## src/rtl/merger_pkg.sv

```systemverilog
// Shared types and defaults for the merger leaf feeder.
// Holds the coordinate sentinel and the {last, coord} entry layout.
package merger_pkg;

   localparam int DEF_COORD_BITS = 32;
   localparam int DEF_RADIX      = 2;
   localparam int DEF_FIFO_DEPTH = 4;

   // An empty lane presents all-ones so the merger never selects it.
   localparam logic [DEF_COORD_BITS-1:0] COORD_SENTINEL = '1;

   typedef struct packed {
      logic                      last;
      logic [DEF_COORD_BITS-1:0] coord;
   } entry_t;

endpackage

```

## src/rtl/fiber_lane_fifo.sv

```systemverilog
// One leaf lane: FIFO storage, pointers, head mux and fiber status.
// Optional underflow detection under MERGER_FEEDER_UNDERFLOW_EN.
module fiber_lane_fifo
   import merger_pkg::*;
#(
   parameter int W     = DEF_COORD_BITS,
   parameter int DEPTH = DEF_FIFO_DEPTH
) (
   input  logic         clock,
   input  logic         reset,
   input  logic         wr_en,
   input  logic         wr_last,
   input  logic [W-1:0] wr_coord,
   input  logic         pop,
   output logic         full,
   output logic         empty,
   output logic [W-1:0] head,
   output logic         fiber_done,
   output logic         underflow
);

   localparam int AW = $clog2(DEPTH);
   localparam int PW = AW + 1;

   typedef struct packed {
      logic         last;
      logic [W-1:0] coord;
   } lane_entry_t;

   lane_entry_t   mem [DEPTH];
   lane_entry_t   head_e;
   logic [PW-1:0] rd_ptr;
   logic [PW-1:0] wr_ptr;
   logic          wr_ok;
   logic          pop_ok;
   logic          fd_q;

   // Extra pointer bit tells full from empty when indexes coincide.
   assign empty  = (rd_ptr == wr_ptr);
   assign full   = (rd_ptr[AW-1:0] == wr_ptr[AW-1:0]) &&
                   (rd_ptr[PW-1] != wr_ptr[PW-1]);
   assign wr_ok  = wr_en & ~full;
   assign pop_ok = pop & ~empty;
   assign head_e = mem[rd_ptr[AW-1:0]];
   assign head   = empty ? {W{COORD_SENTINEL[0]}} : head_e.coord;

   // Entry storage; contents are only meaningful between the pointers.
   always_ff @(posedge clock) begin
      if (wr_ok) begin
         mem[wr_ptr[AW-1:0]] <= '{last: wr_last, coord: wr_coord};
      end
   end

   // Pointer update; reset discards everything at once.
   always_ff @(posedge clock or negedge reset) begin
      if (!reset) begin
         rd_ptr <= '0;
         wr_ptr <= '0;
      end else begin
         if (wr_ok) begin
            wr_ptr <= wr_ptr + PW'(1);
         end
         if (pop_ok) begin
            rd_ptr <= rd_ptr + PW'(1);
         end
      end
   end

   // Pulse the cycle after a fiber's final coordinate leaves.
   always_ff @(posedge clock or negedge reset) begin
      if (!reset) begin
         fd_q <= 1'b0;
      end else begin
         fd_q <= pop_ok & head_e.last;
      end
   end

   assign fiber_done = fd_q;

`ifdef MERGER_FEEDER_UNDERFLOW_EN
   logic uf_q;

   // Sticky flag: merger asked for data the lane did not have.
   always_ff @(posedge clock or negedge reset) begin
      if (!reset) begin
         uf_q <= 1'b0;
      end else if (pop && empty) begin
         uf_q <= 1'b1;
      end
   end

   assign underflow = uf_q;
`else
   assign underflow = 1'b0;
`endif

endmodule

```

## src/rtl/merger_feeder.sv

```systemverilog
// Leaf feeder: demuxes memory writes into per-lane FIFOs for a merger.
// Build option: MERGER_FEEDER_UNDERFLOW_EN enables sticky underflow flags.
module merger_feeder
   import merger_pkg::*;
#(
   parameter int MERGER_COORD_BITS = DEF_COORD_BITS,
   parameter int MERGER_RADIX      = DEF_RADIX,
   parameter int FIFO_DEPTH        = DEF_FIFO_DEPTH,
   localparam int LW = (MERGER_RADIX > 1) ? $clog2(MERGER_RADIX) : 1,
   localparam int CW = MERGER_RADIX * MERGER_COORD_BITS
) (
   input  logic                         clock,
   input  logic                         reset,
   input  logic                         wr_valid,
   input  logic [LW-1:0]                wr_lane,
   input  logic [MERGER_COORD_BITS-1:0] wr_coord,
   input  logic                         wr_last,
   output logic                         wr_ready,
   output logic [CW-1:0]                coord_out,
   input  logic [MERGER_RADIX-1:0]      fetch_next,
   output logic [MERGER_RADIX-1:0]      lane_empty,
   output logic [MERGER_RADIX-1:0]      fiber_done,
   output logic [MERGER_RADIX-1:0]      underflow
);

   logic [MERGER_RADIX-1:0] lane_full;
   logic [MERGER_RADIX-1:0] lane_wr;
   logic                    sel_ready;

   // Ready comes from the target lane's registered fullness only.
   always_comb begin
      sel_ready = 1'b0;
      for (int i = 0; i < MERGER_RADIX; i++) begin
         if (wr_lane == LW'(i)) begin
            sel_ready = ~lane_full[i];
         end
      end
   end

   assign wr_ready = reset & sel_ready;

   // Route an accepted write to exactly one lane.
   always_comb begin
      lane_wr = '0;
      for (int i = 0; i < MERGER_RADIX; i++) begin
         lane_wr[i] = wr_valid & wr_ready & (wr_lane == LW'(i));
      end
   end

   for (genvar g = 0; g < MERGER_RADIX; g++) begin : g_lane
      fiber_lane_fifo #(
         .W     (MERGER_COORD_BITS),
         .DEPTH (FIFO_DEPTH)
      ) u_lane (
         .clock      (clock),
         .reset      (reset),
         .wr_en      (lane_wr[g]),
         .wr_last    (wr_last),
         .wr_coord   (wr_coord),
         .pop        (fetch_next[g]),
         .full       (lane_full[g]),
         .empty      (lane_empty[g]),
         .head       (coord_out[g*MERGER_COORD_BITS +: MERGER_COORD_BITS]),
         .fiber_done (fiber_done[g]),
         .underflow  (underflow[g])
      );
   end

endmodule
```

## config.mk

```make
export PLATFORM = sky130hd
export DESIGN_NAME = merger_feeder
export DESIGN_NICKNAME = d
export VERILOG_FILES = /design/src/rtl/merger_pkg.sv /design/src/rtl/fiber_lane_fifo.sv /design/src/rtl/merger_feeder.sv
export SDC_FILE = /design/constraint.sdc
export NUM_CORES = 1
export LEC_CHECK = 0
export CORE_MARGIN = 4
export CORE_UTILIZATION = 45
export CTS_CLUSTER_SIZE = 16
export DETAILED_ROUTE_END_ITERATION = 6
export PLACE_DENSITY_LB_ADDON = 0.05
export SYNTH_ARGS = -nofsm -noshare
export SYNTH_HDL_FRONTEND = slang
export SYNTH_HIERARCHICAL = 1
export SYNTH_SLANG_ARGS = --single-unit
```

## constraint.sdc

```tcl
create_clock -name clock -period 3.6 [get_ports clock]
set_clock_uncertainty 0.2 [all_clocks]
set_input_delay 0.36 -clock clock [delete_from_list [all_inputs] [get_ports clock]]
set_output_delay 0.36 -clock clock [all_outputs]
set_load 0.05 [all_outputs]
```

==> results of run 1 <==
routing by layer:
| metal | vias up | GRT usage, % | share of wire (%) |
|---|---|---|---|
| li1 | 2354 | - | - |
| met1 | 2779 | 24.4 | 44 |
| met2 | 144 | 27.2 | 49 |
| met3 | 23 | 2.65 | 6.0 |
| met4 | 0 | 3.86 | 1.5 |
| met5 | - | 0 | 0 |
worst paths after layout:
path                                       startpoint                          end  slack [ps]  cells past startpoint
max                        g_lane[1].u_lane/rd_ptr[0]                coord_out[49]         260                      5
min                                             reset   g_lane[1].u_lane/wr_ptr[2]          20                      2
max reg2reg                g_lane[1].u_lane/rd_ptr[0]  g_lane[1].u_lane/mem[1][18]         490                      6
min reg2reg                g_lane[1].u_lane/wr_ptr[2]   g_lane[1].u_lane/wr_ptr[2]         350                      1
max in group asynchronous                       reset   g_lane[0].u_lane/rd_ptr[0]        2970                      2
min in group clock         g_lane[1].u_lane/wr_ptr[2]   g_lane[1].u_lane/wr_ptr[2]         350                      1
area by class of cell:
type                       count  area (sq um)  area share, %
clock buffer                  34           744           5.27
clock inverter                20           124          0.878
inverter                       8          30.0          0.213
multi-input combinational    209          2580           18.3
sequential                   278          8290           58.7
tap                          324           405           2.87
timing repair buffer         129          1940           13.8
registers in the layout, indices dropped and copies added, names as in the netlist:
name and count:
g_lane.u_lane/mem 264, g_lane.u_lane/rd_ptr 6, g_lane.u_lane/wr_ptr 6, g_lane.u_lane/fiber_done 2
critical path, cell delays in order (launching register included):
cell	delay [ps]
dfrtp_4	640
xor2_2	260
nor3_4	620
buf_4	360
or2_1	200
buf_12	150
cells in the final DEF (no fill, tap or decap), types with 5 or more instances in the layout:
| cell | count |
|---|---|
| a21oi_1 | 8 |
| and3_2 | 6 |
| buf_12 | 70 |
| buf_4 | 19 |
| clkbuf_1 | 5 |
| clkbuf_16 | 29 |
| clkdlybuf4s50_1 | 40 |
| clkinv_1 | 7 |
| clkinv_2 | 10 |
| dfrtp_1 | 10 |
| edfxtp_1 | 264 |
| ha_1 | 10 |
| inv_1 | 8 |
| mux4_2 | 66 |
| o31ai_1 | 8 |
| or2_1 | 58 |
| or2_2 | 6 |
| xnor2_1 | 12 |
cell families (layout without fill, tap and decap cells):
kind of cell	after synthesis	count (layout)
multiplexers	67	67
AND/OR/NAND/NOR	86	86
adder cells (fa/ha/maj)	10	10
AO/OA/AOI/OAI	24	24
buffers and inverters	32	191
XOR/XNOR	20	20
flip-flops	278	278
other	2	2
stage by stage:
stage               setup slack (ps)  std cells  util, %
global placement                 620        948     54.6
floorplan                        303        519        -
finish                           262       1002     58.2
CTS                              172       1002     58.2
global route                    18.7       1002     58.2
detailed placement               494        948     54.6
==> flow_summary_export.csv, run 1 <==
group,metric,value,unit
sta,fmax,0.300,GHz
flow_run,cap_violations,0,
floorplan,die_area,0.0272,sq mm
route,vias_per_cell,5.29,
route,route.detailed.drc,0,
yosys,synth_area,0.0111,sq mm
setup_path,arrival,2780,ps
floorplan,io_pins,110,
clock_network,postCtsHoldBufs,0,
final_layout,nFillCells,1851,
global_route,grtUsageTotal,16.8,%
yosys,ys.warnings.count,6,
yosys,yosysMostFrequentCell,"edfxtp_1",
sta,finalCritPeriodShare,92.7,%
place,routabilityCongestion,0.815,
yosys,synthFlopType,"edfxtp_1",
sta,worst_pin_slew,694,ps
clock_network,cts_tree,"done",
yosys,yosys_register_bits,278,
final_layout,antenna_cells,0,
clock_network,path_clk_slew,60,ps
floorplan,rows,57,
yosys,synth_compound_area_share,1.56,%
clock_network,post_cts_resize_count,0,
yosys,synth_top_family_by_area,"multiplexers",
yosys,yosysTopAreaCell,"edfxtp_1",
clock_network,insertion_delay,530,ps
floorplan,start_util,45.7,%
yosys,seq_area_frac_synth,74.7,%
place,dp_hpwl,13800,microns
yosys,synth_fp_nets,568,
yosys,synth.distinct_cells,30,
yosys,netlist_top_cells_area,"edfxtp_1, mux4_2, or2_1",
setup_path,worst_ep_required_time,3040,ps
sta,drv_slew,0,
hold_path,min_path_type,"in -> async",
final_layout,nNetsFinal,704,
sta,hold_violations,0,
yosys,syn_area_per_cell,21.4,sq um
yosys,muxShareOfSynthArea,13.5,%
sta,tns,0,ps
floorplan,die_w,165,microns
clock_network,cts_root_buf,"clkbuf_16",
route,wirelength,21900,microns
setup_path,cp-end-kind,"output pin",
yosys,synth_edf_count,264,
final_layout,drive_gt1_share,32.6,%
global_route,grt_max_degree,39,
yosys,synth_simple_gate_area_share,4.94,%
route,wire_per_inst,21.8,microns
sta,setup-violations-final,0,
sta,timing.final.crit_period,3340,ps
global_route,grt_pass1_wl,34600,microns
clock_network,htree_levels,1,
setup_path,crit_type,"reg -> out",
clock_network,cts.sinks,278,
final_layout,final_area,0.0141,sq mm
clock_network,postCtsSetupRepairBufs,0,
final_layout,area_growth_syn_to_layout,27.4,%
global_route,grt_pass1_vias,5842,
setup_path,path_max_fanout,18,
route,drtIter0Drc,345,
yosys,postSynthCellCount,519,
route,dr.pass1.iters,4,
yosys,synth_top_area_share,71.5,%
place,placed_cell_area,0.0132,sq mm
place,port_buffers,107,
yosys,netlist_top_cells_count,"edfxtp_1, mux4_2, or2_1",
sta,whs,24.4,ps
global_route,antenna_found_initial,0,
yosys,synth-xor-area-share,1.85,%
clock_network,cts_buffers,29,
sta,rsz0062_at_grt,"false",
route,antenna_left,0,
route,vias,5300,
yosys,synth_async_sr_flop_share,5.04,%
setup_path,worstSetupStartpointType,"flip-flop",
global_route,grt_overflow_total,0,
sta,relSlewSlack,53.6,%
clock_network,clock_path_buffers,3,
yosys,synth_fa_ha_area_share,1.13,%
floorplan,die_y,165,microns
floorplan,coreArea,0.0242,sq mm
status,outcome,"finished clean",
Power of run 1 is not shown: default switching activity piles up to over one toggle a cycle in this logic, so the estimate is an artifact.
==> run 2, diff against run 1 <==
--- a/config.mk
+++ b/config.mk
@@ -7,6 +7,7 @@
 export LEC_CHECK = 0
 export CORE_MARGIN = 4
 export CORE_UTILIZATION = 45
+export CTS_CLUSTER_DIAMETER = 80
 export CTS_CLUSTER_SIZE = 16
 export DETAILED_ROUTE_END_ITERATION = 6
 export PLACE_DENSITY_LB_ADDON = 0.05
==> flow_summary_export.csv, run 2 (synthesized netlist as in run 1, its figures left out) <==
group,metric,value,unit
status,outcome,"finished clean",
clock_network,cts.sinks,278,
floorplan,start_util,45.7,%
setup_path,path_max_fanout,18,
clock_network,cts_buffers,21,
floorplan,coreArea,0.0242,sq mm
clock_network,cts_tree,"done",
sta,fmax,0.303,GHz
route,drtIter0Drc,319,
flow_run,cap_violations,0,
final_layout,multi_input_area,0.00258,sq mm
sta,tns,0,ps
sta,hold_violations,0,
sta,final.setup.worst_slack,296,ps
global_route,grt_overflow_total,0,
setup_path,r2r_end,"g_lane[1].u_lane/mem[1][30]",
sta,drv_slew,0,
sta,rsz0062_at_grt,"false",
setup_path,rr_startpoint,"g_lane[1].u_lane/rd_ptr[0]",
clock_network,insertion_delay,500,ps
global_route,grt_pass1_vias,5735,
final_layout,area_growth_syn_to_layout,24.6,%
setup_path,crit_type,"reg -> out",
clock_network,htree_levels,1,
route,vias,5229,
final_layout,final_cell_mix,"edfxtp_1, buf_12, mux4_2, or2_1, clkdlybuf4s50_1",
final_layout,nNetsFinal,696,
clock_network,postCtsSetupRepairBufs,0,
floorplan,io_pins,110,
setup_path,worst_ep_required_time,3040,ps
sta,worst_pin_slew,686,ps
route,wire_per_inst,22.3,microns
final_layout,fin_util,57.0,%
clock_network,post_cts_resize_count,0,
route,wirelength,21800,microns
setup_path,cp-end-kind,"output pin",
setup_path,worstSetupStartpointType,"flip-flop",
route,vias_per_cell,5.35,
setup_path,reg2reg_depth,6,
global_route,grt_pass1_wl,34200,microns
clock_network,cts_root_buf,"clkbuf_16",
floorplan,die_w,165,microns
place,routabilityCongestion,0.815,
global_route,grtUsageTotal,16.7,%
clock_network,path_clk_slew,70,ps
sta,setup-violations-final,0,
place,port_buffers,107,
sta,finalCritPeriodShare,91.8,%
setup_path,r2r_slack,480,ps
final_layout,nFillCells,1875,
final_layout,largest_reg_flops,264,
final_layout,seqCellArea,0.00829,sq mm
clock_network,clock_path_buffers,3,
global_route,antenna_found_initial,0,
place,dp_hpwl,13800,microns
clock_network,postCtsHoldBufs,0,
route,dr.pass1.iters,4,
hold_path,min_path_type,"in -> async",
final_layout,mostFrequentLayoutCell,"edfxtp_1",
route,route.detailed.drc,0,
final_layout,antenna_cells,0,
sta,timing.final.crit_period,3300,ps
place,pre_cts_ws,494,ps
route,antenna_left,0,
setup_path,arrival,2740,ps
floorplan,die_y,165,microns
sta,relSlewSlack,54.1,%
final_layout,drive_gt1_share,30.8,%
global_route,grt_max_degree,39,
floorplan,rows,57,
floorplan,die_area,0.0272,sq mm
-- run 2: changes by cell type in the layout (fill, tap and decap cells not counted) --
cell,previous run,this run
clkinv_2,10,0
clkbuf_16,29,21
clkinv_1,7,0
clkbuf_1,5,7
inv_6,2,0
bufinv_16,1,0
inv_8,0,1
-- run 2: worst max-delay path by stage --
stage / start / endpoint / slack [ps]
final: g_lane[1].u_lane/rd_ptr[0] / coord_out[61] / 300
after global routing: g_lane[1].u_lane/rd_ptr[0] / coord_out[62] / 40
after CTS: g_lane[1].u_lane/rd_ptr[0] / coord_out[49] / 200
after detailed placement: g_lane[1].u_lane/rd_ptr[0] / g_lane[1].u_lane/mem[1][18] / 490
after global placement: g_lane[1].u_lane/rd_ptr[0] / g_lane[1].u_lane/mem[1][16] / 620
after floorplan: g_lane[1].u_lane/rd_ptr[0] / g_lane[1].u_lane/mem[3][0] / 300
-- run 2: worst max-delay path, stage by stage (launching register included) --
cell and delay [ps]:
dfrtp_4 650, xor2_2 260, nor3_4 620, buf_4 360, or2_1 190, buf_12 140
-- run 2: routing by layer --
layer,track usage [%],up-vias,part of all wire [%]
li1,-,2314,-
met1,24.4,2756,45
met2,27.0,133,49
met3,2.55,26,4.6
met4,3.63,0,1.6
met5,0,-,0
-- run 2: final cells by class --
class                   count  area share, %
clock inverters             1         0.0815
flip-flops and latches    278           60.0
repair buffers            129           14.1
well taps                 324           2.94
multi-input cells         209           18.7
clock buffers              28           4.00
inverters                   8          0.217
-- run 2: metrics by stage --
step                cell area (sq um)  instances  hold slack, ps
global placement                13200        948             346
finish                          13800        977            49.9
global route                    13800        977            70.3
detailed placement              13200        948             350
floorplan                       11100        519            -136
CTS                             13800        977            42.7
Power of run 2 is left out for the same reason.
